**config.mk**
```make
export PLATFORM = sky130hd
export DESIGN_NAME = lsu_mem_port
export DESIGN_NICKNAME = d
export VERILOG_FILES = /design/src/rtl/lsu_mem_port.sv
export SDC_FILE = /design/constraint.sdc
export NUM_CORES = 1
export LEC_CHECK = 0
export ABC_AREA = 1
export CAP_MARGIN = 30
export CORE_ASPECT_RATIO = 0.75
export CORE_MARGIN = 2
export CORE_UTILIZATION = 30
export DETAILED_ROUTE_END_ITERATION = 8
export PLACE_DENSITY = 0.66
export RECOVER_POWER = 25
export SLEW_MARGIN = 40
export SYNTH_ARGS = -nofsm -noshare
export SYNTH_HDL_FRONTEND = slang
export SYNTH_SLANG_ARGS = --single-unit
```
**constraint.sdc**
```tcl
create_clock -name clk -period 2.8 [get_ports clk]
set_clock_uncertainty 0.05 [all_clocks]
set_input_delay 0.42 -clock clk [delete_from_list [all_inputs] [get_ports clk]]
set_output_delay 0.42 -clock clk [all_outputs]
set_load 0.02 [all_outputs]
```
**src/rtl/lsu_mem_port.sv**
```systemverilog
// -----------------------------------------------------------------------------
// lsu_mem_port
// M-stage load/store unit of the pipelined MIPS core and initiator of the
// external data-memory interface.
//   * Turns M-stage load/store ops into a word-aligned address, lane-replicated
//     store data and byte enables.
//   * Flags misaligned or out-of-range accesses (m_exc_adel / m_exc_ades).
//   * Registers the returned read word into the M->W pipeline register.
//   * Extracts and sign/zero-extends the load result in W and drives the GRF
//     write-back ports.
//   * Keeps retired-load and issued-store counters.
//
// Ports
//   clk, reset           clock, synchronous active-high reset
//   m_valid, m_stall     M-stage valid / hold
//   m_op                 0 NONE,1 LW,2 LH,3 LHU,4 LB,5 LBU,6 SW,7 SH,8 SB
//   m_addr               effective byte address
//   m_store_data         rt value for stores
//   m_rd, m_pc           load destination register, instruction PC
//   m_data_addr          word-aligned byte address to memory
//   m_data_wdata         lane-replicated store data
//   m_data_byteen        byte write enables
//   m_inst_addr          PC of the issuing instruction
//   m_data_rdata         read word, combinational from m_data_addr
//   m_exc_adel/_ades     load / store address error
//   w_grf_we/_addr/_wdata  load write-back
//   w_inst_addr          PC of the load in W
//   load_cnt, store_cnt  retired loads / issued stores (wrapping)
// -----------------------------------------------------------------------------
module lsu_mem_port #(
    parameter int DM_WORDS = 4096,
    parameter int OP_W     = 4
) (
    input  logic            clk,
    input  logic            reset,
    input  logic            m_valid,
    input  logic            m_stall,
    input  logic [OP_W-1:0] m_op,
    input  logic [31:0]     m_addr,
    input  logic [31:0]     m_store_data,
    input  logic [4:0]      m_rd,
    input  logic [31:0]     m_pc,
    output logic [31:0]     m_data_addr,
    output logic [31:0]     m_data_wdata,
    output logic [3:0]      m_data_byteen,
    output logic [31:0]     m_inst_addr,
    input  logic [31:0]     m_data_rdata,
    output logic            m_exc_adel,
    output logic            m_exc_ades,
    output logic            w_grf_we,
    output logic [4:0]      w_grf_addr,
    output logic [31:0]     w_grf_wdata,
    output logic [31:0]     w_inst_addr,
    output logic [31:0]     load_cnt,
    output logic [31:0]     store_cnt
);

    localparam logic [OP_W-1:0] OP_NONE = OP_W'(0);
    localparam logic [OP_W-1:0] OP_LW   = OP_W'(1);
    localparam logic [OP_W-1:0] OP_LH   = OP_W'(2);
    localparam logic [OP_W-1:0] OP_LHU  = OP_W'(3);
    localparam logic [OP_W-1:0] OP_LB   = OP_W'(4);
    localparam logic [OP_W-1:0] OP_LBU  = OP_W'(5);
    localparam logic [OP_W-1:0] OP_SW   = OP_W'(6);
    localparam logic [OP_W-1:0] OP_SH   = OP_W'(7);
    localparam logic [OP_W-1:0] OP_SB   = OP_W'(8);

    // First byte address past the end of data memory.
    localparam logic [31:0] ADDR_LIMIT = 32'(DM_WORDS * 4);

    // Select and extend the load result from the registered read word.
    function automatic logic [31:0] extract_load(
        input logic [OP_W-1:0] op,
        input logic [1:0]      lo,
        input logic [31:0]     word
    );
        logic [15:0] half_v;
        logic [7:0]  byte_v;
        logic [31:0] res_v;
        half_v = lo[1] ? word[31:16] : word[15:0];
        case (lo)
            2'b00:   byte_v = word[7:0];
            2'b01:   byte_v = word[15:8];
            2'b10:   byte_v = word[23:16];
            2'b11:   byte_v = word[31:24];
            default: byte_v = 8'h00;
        endcase
        case (op)
            OP_LW:   res_v = word;
            OP_LH:   res_v = {{16{half_v[15]}}, half_v};
            OP_LHU:  res_v = {16'h0000, half_v};
            OP_LB:   res_v = {{24{byte_v[7]}}, byte_v};
            OP_LBU:  res_v = {24'h000000, byte_v};
            default: res_v = 32'h0000_0000;
        endcase
        return res_v;
    endfunction

    logic w_is_load;
    logic w_is_store;
    logic w_misalign;
    logic w_fault;
    logic w_issue;
    logic [3:0]  w_byteen;
    logic [31:0] w_wdata;

    logic            r_valid_w;
    logic [OP_W-1:0] r_op;
    logic [1:0]      r_lo;
    logic [4:0]      r_rd;
    logic [31:0]     r_pc;
    logic [31:0]     r_rdata;
    logic [31:0]     r_load_cnt;
    logic [31:0]     r_store_cnt;

    // Op decode: load/store class and the alignment rule each op imposes.
    always_comb begin
        w_is_load  = 1'b0;
        w_is_store = 1'b0;
        w_misalign = 1'b0;
        case (m_op)
            OP_LW:  begin w_is_load  = 1'b1; w_misalign = (m_addr[1:0] != 2'b00); end
            OP_LH:  begin w_is_load  = 1'b1; w_misalign = m_addr[0]; end
            OP_LHU: begin w_is_load  = 1'b1; w_misalign = m_addr[0]; end
            OP_LB:  begin w_is_load  = 1'b1; w_misalign = 1'b0; end
            OP_LBU: begin w_is_load  = 1'b1; w_misalign = 1'b0; end
            OP_SW:  begin w_is_store = 1'b1; w_misalign = (m_addr[1:0] != 2'b00); end
            OP_SH:  begin w_is_store = 1'b1; w_misalign = m_addr[0]; end
            OP_SB:  begin w_is_store = 1'b1; w_misalign = 1'b0; end
            OP_NONE: begin w_is_load = 1'b0; w_is_store = 1'b0; w_misalign = 1'b0; end
            default: begin w_is_load = 1'b0; w_is_store = 1'b0; w_misalign = 1'b0; end
        endcase
    end

    // A fault is only meaningful for memory ops; NONE never faults.
    assign w_fault = (w_is_load | w_is_store) & (w_misalign | (m_addr >= ADDR_LIMIT));
    assign w_issue = m_valid & ~m_stall & ~reset & ~w_fault;

    // Store lane steering; enables only for a store that actually issues.
    always_comb begin
        w_byteen = 4'b0000;
        w_wdata  = m_store_data;
        case (m_op)
            OP_SW: begin
                w_wdata  = m_store_data;
                w_byteen = 4'b1111;
            end
            OP_SH: begin
                w_wdata  = {2{m_store_data[15:0]}};
                w_byteen = m_addr[1] ? 4'b1100 : 4'b0011;
            end
            OP_SB: begin
                w_wdata  = {4{m_store_data[7:0]}};
                w_byteen = 4'b0001 << m_addr[1:0];
            end
            default: begin
                w_wdata  = m_store_data;
                w_byteen = 4'b0000;
            end
        endcase
        if (!w_issue) begin
            w_byteen = 4'b0000;
        end else begin
            w_byteen = w_byteen;
        end
    end

    // M->W pipeline register; a non-issuing load leaves a bubble.
    always_ff @(posedge clk) begin
        if (reset) begin
            r_valid_w <= 1'b0;
            r_op      <= OP_NONE;
            r_lo      <= 2'b00;
            r_rd      <= 5'd0;
            r_pc      <= 32'h0000_0000;
            r_rdata   <= 32'h0000_0000;
        end else begin
            r_valid_w <= w_issue & w_is_load;
            r_op      <= m_op;
            r_lo      <= m_addr[1:0];
            r_rd      <= m_rd;
            r_pc      <= m_pc;
            r_rdata   <= m_data_rdata;
        end
    end

    // Retired-access counters, free-running with natural wrap.
    always_ff @(posedge clk) begin
        if (reset) begin
            r_load_cnt  <= 32'd0;
            r_store_cnt <= 32'd0;
        end else begin
            if (w_issue && w_is_load) begin
                r_load_cnt <= r_load_cnt + 32'd1;
            end
            if (w_issue && w_is_store) begin
                r_store_cnt <= r_store_cnt + 32'd1;
            end
        end
    end

    assign m_data_addr   = {m_addr[31:2], 2'b00};
    assign m_data_wdata  = w_wdata;
    assign m_data_byteen = w_byteen;
    assign m_inst_addr   = m_pc;
    assign m_exc_adel    = m_valid & w_is_load & w_fault;
    assign m_exc_ades    = m_valid & w_is_store & w_fault;

    // Write-back is also masked while reset is asserted, before the register clears.
    assign w_grf_we    = r_valid_w & (r_rd != 5'd0) & ~reset;
    assign w_grf_addr  = r_rd;
    assign w_grf_wdata = extract_load(r_op, r_lo, r_rdata);
    assign w_inst_addr = r_pc;
    assign load_cnt    = r_load_cnt;
    assign store_cnt   = r_store_cnt;

endmodule

```
==> results.json <==
{
  "fmax_mhz": 378,
  "critPathRequiredTime_ns": 2.33,
  "grt_pass1_wl_um": 46100,
  "layout_worst_path_cycle_share_pct": 94.6,
  "grt_util_met3_pct": 6.50,
  "synth_cell_type_count": 32,
  "hold_viol": 0,
  "gr-usage-all-layers_pct": 19.9,
  "run_status": "finished, final reports clean",
  "leakagePower_nw": 5.21,
  "pre_cts_slack_ns": -0.296,
  "dieArea_um2": 29000,
  "rsz0062_at_grt": "false",
  "ir_drop_uv": 408,
  "start_kind": "register",
  "avgSynthCellArea_um2": 6.16,
  "drtIter0Drc": 596,
  "internal_power_mw": 4.08,
  "drt-pass1-iter-count": 5,
  "grt-ovfl-total": 0,
  "grt_max_degree": 70,
  "port_buffers": 350,
  "drive_above_1_share_pct": 6.46,
  "grtUsageMet1_pct": 26.7,
  "critPathTopFamily": "simple AND/OR/NAND/NOR gates",
  "cp-end-kind": "primary output",
  "die_h_um": 148,
  "rr_startpoint": "load_cnt[0]$_SDFFE_PP0P_",
  "via_per_inst": 4.74,
  "wl_per_cell_um": 14.8,
  "finalWorstPathRequiredPeriod_ns": 2.65,
  "clk_latency_ns": 0.43,
  "tightest_slew_ns": 1.49,
  "power_frac_seq_pct": 37.5,
  "hp-start": "load_cnt[31]$_SDFFE_PP0P_",
  "cts_sinks": 140,
  "core_area_um2": 27100,
  "drv_cap": 0,
  "n_fill_cell": 2782,
  "cts-root-buf": "clkbuf_16",
  "p_sw_share_pct": 26.4,
  "crit_start": "r_op[1]$_SDFF_PP0_",
  "setup_violations": 0,
  "hpwlAfterDp_um": 21800,
  "antenna_found_initial": 3,
  "worst_slack_ns": 0.152,
  "antenna_left": 0,
  "power.density_nw_per_um2": 449,
  "cts_tree": "built",
  "p_sw_mw": 1.46,
  "worstPathMaxFanout": 8,
  "clockBufferDepth": 2,
  "power_frac_comb_pct": 17.5,
  "ys_seq_area_share_pct": 33.8,
  "rows": 52,
  "finalNetCount": 1772,
  "cpPeakStageDelay_ns": 0.40,
  "ioPinCount": 377,
  "maxSlewHeadroom_pct": 0.503,
  "first_global_vias": 8744,
  "path_clk_slew_ns": 0.06,
  "crit_buf_inv": 1,
  "postSynthCellCount": 1344,
  "path_cells": "nor3b_2, o2111ai_1, or2_2, o221ai_1, dlygate4sd2_1",
  "slew_violations": 0,
  "cp.arrival_ns": 2.18,
  "areaGrowthSynthToFinish_pct": 48.9,
  "start_util_pct": 30.6,
  "busiest_layer": "met2",
  "finalSetupTns_ns": 0,
  "dieWidth_um": 196,
  "vias": 9441,
  "wirelength_um": 29400,
  "synth_seq_cells": 140,
  "hold_path_class": "register to register",
  "worstSetupPathType": "register to primary output",
  "h-tree-depth": 4,
  "gpl.final_weighted_congestion": 0.931,
  "yosys_warnings": 0,
  "syn_area_um2": 8280,
  "drcViolationCount": 0,
  "cts_hold_buf": 0,
  "use_met2_pct": 31.2,
  "p_clk_share_pct": 45.0,
  "cp_slowest_cell": "or2_2",
  "cts_buffers": 17
}
stage by stage:
stage | utilization (%) | total power, mW | area (um^2) | hold slack (ns) | std cells
floorplan | - | 2.63 | 8290 | 0.477 | 1345
global placement | 43.6 | 3.12 | 11800 | 0.434 | 1960
detailed placement | 43.6 | 3.13 | 11800 | 0.442 | 1960
CTS | 45.7 | 5.61 | 12400 | 0.380 | 1990
global route | 45.5 | 5.74 | 12300 | 0.445 | 1991
finish | 45.6 | 5.54 | 12300 | 0.452 | 1993
final cells by class:
cell class | count | area, um^2 | share of cell area (%)
Inverter | 180 | 678 | 5.50
Tap cell | 351 | 439 | 3.56
Clock buffer | 18 | 439 | 3.56
Clock inverter | 12 | 195 | 1.58
Multi-Input combinational cell | 900 | 4050 | 32.8
Sequential cell | 140 | 2800 | 22.7
Antenna cell | 2 | 5.00 | 0.0406
Timing Repair Buffer | 390 | 3720 | 30.2
power groups by stage:
stage,clock network (mW),logic [mW],registers [mW]
6_report,2.50,0.968,2.08
5_1_grt,2.62,1.04,2.08
4_1_cts,2.56,0.978,2.08
3_5_place_dp,0,1.01,2.12
3_3_place_gp,0,1.01,2.12
2_1_floorplan,0,0.485,2.15
path summary, 6_finish.rpt:
| kind | to | slack [ns] | cells past startpoint |
|---|---|---|---|
| worst max-delay path | w_grf_wdata[10] | 0.15 | 5 |
| worst min-delay path | load_cnt[31]$_SDFFE_PP0P_ | 0.45 | 2 |
| worst max register to register | load_cnt[14]$_SDFFE_PP0P_ | 0.55 | 7 |
| worst min register to register | load_cnt[31]$_SDFFE_PP0P_ | 0.45 | 2 |
worst register-to-register path: stages, from the launching register on:
cell and delay [ns]:
dfxtp_1 0.47, ha_1 0.35, nand3_1 0.20, nor2_1 0.45, nand3_1 0.19, xnor2_1 0.19
nand4_1 0.11, a21oi_1 0.16
Yosys cell counts:
master       n  share of area [%]
o22ai_2      1               0.15
nand3_1     55                3.3
buf_4       73                6.6
clkbuf_1    34                1.5
buf_1        3               0.14
o21ai_0     46                2.8
nor2_2       1              0.076
or3_1        1              0.076
inv_1      177                8.0
xnor2_1     15                1.6
nor3_1       2               0.12
ha_1         2               0.30
buf_6        3               0.41
nor3b_2      1               0.15
xor2_1       9               0.95
nand2_1    405                 18
nand3_2      1               0.12
o22ai_1      1              0.076
o311ai_0     1               0.11
o211ai_1     8               0.73
nor3_2       2               0.24
dfxtp_1    140                 34
nand3_4      1               0.21
inv_2        3               0.14
o2111ai_1    1               0.11
buf_2       12               0.73
a21oi_1     67                4.0
o221ai_1     7               0.74
nor2_1     205                9.3
conb_1       1              0.045
or2_2        2               0.15
nand4_1     64                4.8
sequential cells by signal, indices dropped and copies added (netlist names):
signal / flops
r_op: 4
w_inst_addr: 32
load_cnt: 32
r_rdata: 32
r_valid_w: 1
r_lo: 2
store_cnt: 32
w_grf_addr: 5
layout by cell type (no fill, tap or decap), types with 3 or more instances in the layout:
cell | synthesis | final
clkbuf_2 | 0 | 19
xor2_1 | 9 | 9
buf_12 | 0 | 4
dfxtp_1 | 140 | 139
o21ai_0 | 46 | 45
nand2_1 | 405 | 403
nor2_1 | 205 | 204
dlymetal6s2s_1 | 0 | 6
a21oi_1 | 67 | 67
xnor2_1 | 15 | 15
clkinv_2 | 0 | 4
dlygate4sd2_1 | 0 | 37
inv_1 | 177 | 176
buf_4 | 73 | 35
clkdlybuf4s50_1 | 0 | 281
nand3_1 | 55 | 54
nand4_1 | 64 | 64
o221ai_1 | 7 | 7
dlygate4sd3_1 | 0 | 6
bufinv_16 | 0 | 5
clkbuf_16 | 0 | 17
o211ai_1 | 8 | 8
inv_2 | 3 | 3
routing by layer:
metal  vias to the layer above  share of wire, %
li1                       4719                 -
met1                      4294                45
met2                       400                44
met3                        26               9.6
met4                         2               1.1
met5                         -             0.031
kinds of logic (layout without fill, tap and decap cells):
logic type | count (synthesis) | after routing | share of synthesized area [%]
other cells | 1 | 4 | 0.0453
flops | 140 | 140 | 33.8
xor+xnor | 24 | 24 | 2.54
fa+ha+maj | 2 | 2 | 0.302
compound gates | 132 | 132 | 8.73
simple gates | 740 | 740 | 37.0
buf+inv | 305 | 600 | 17.6
repair_timing:
action / 4_1_cts / 5_1_grt
resized for setup: 60 / 47
cloned: 0 / 0
endpoints found under the setup margin: 61 / 36
pin swaps: 1 / 1
buffers inserted: 0 / 1
No activity file was read; power rests on OpenSTA's default activity.
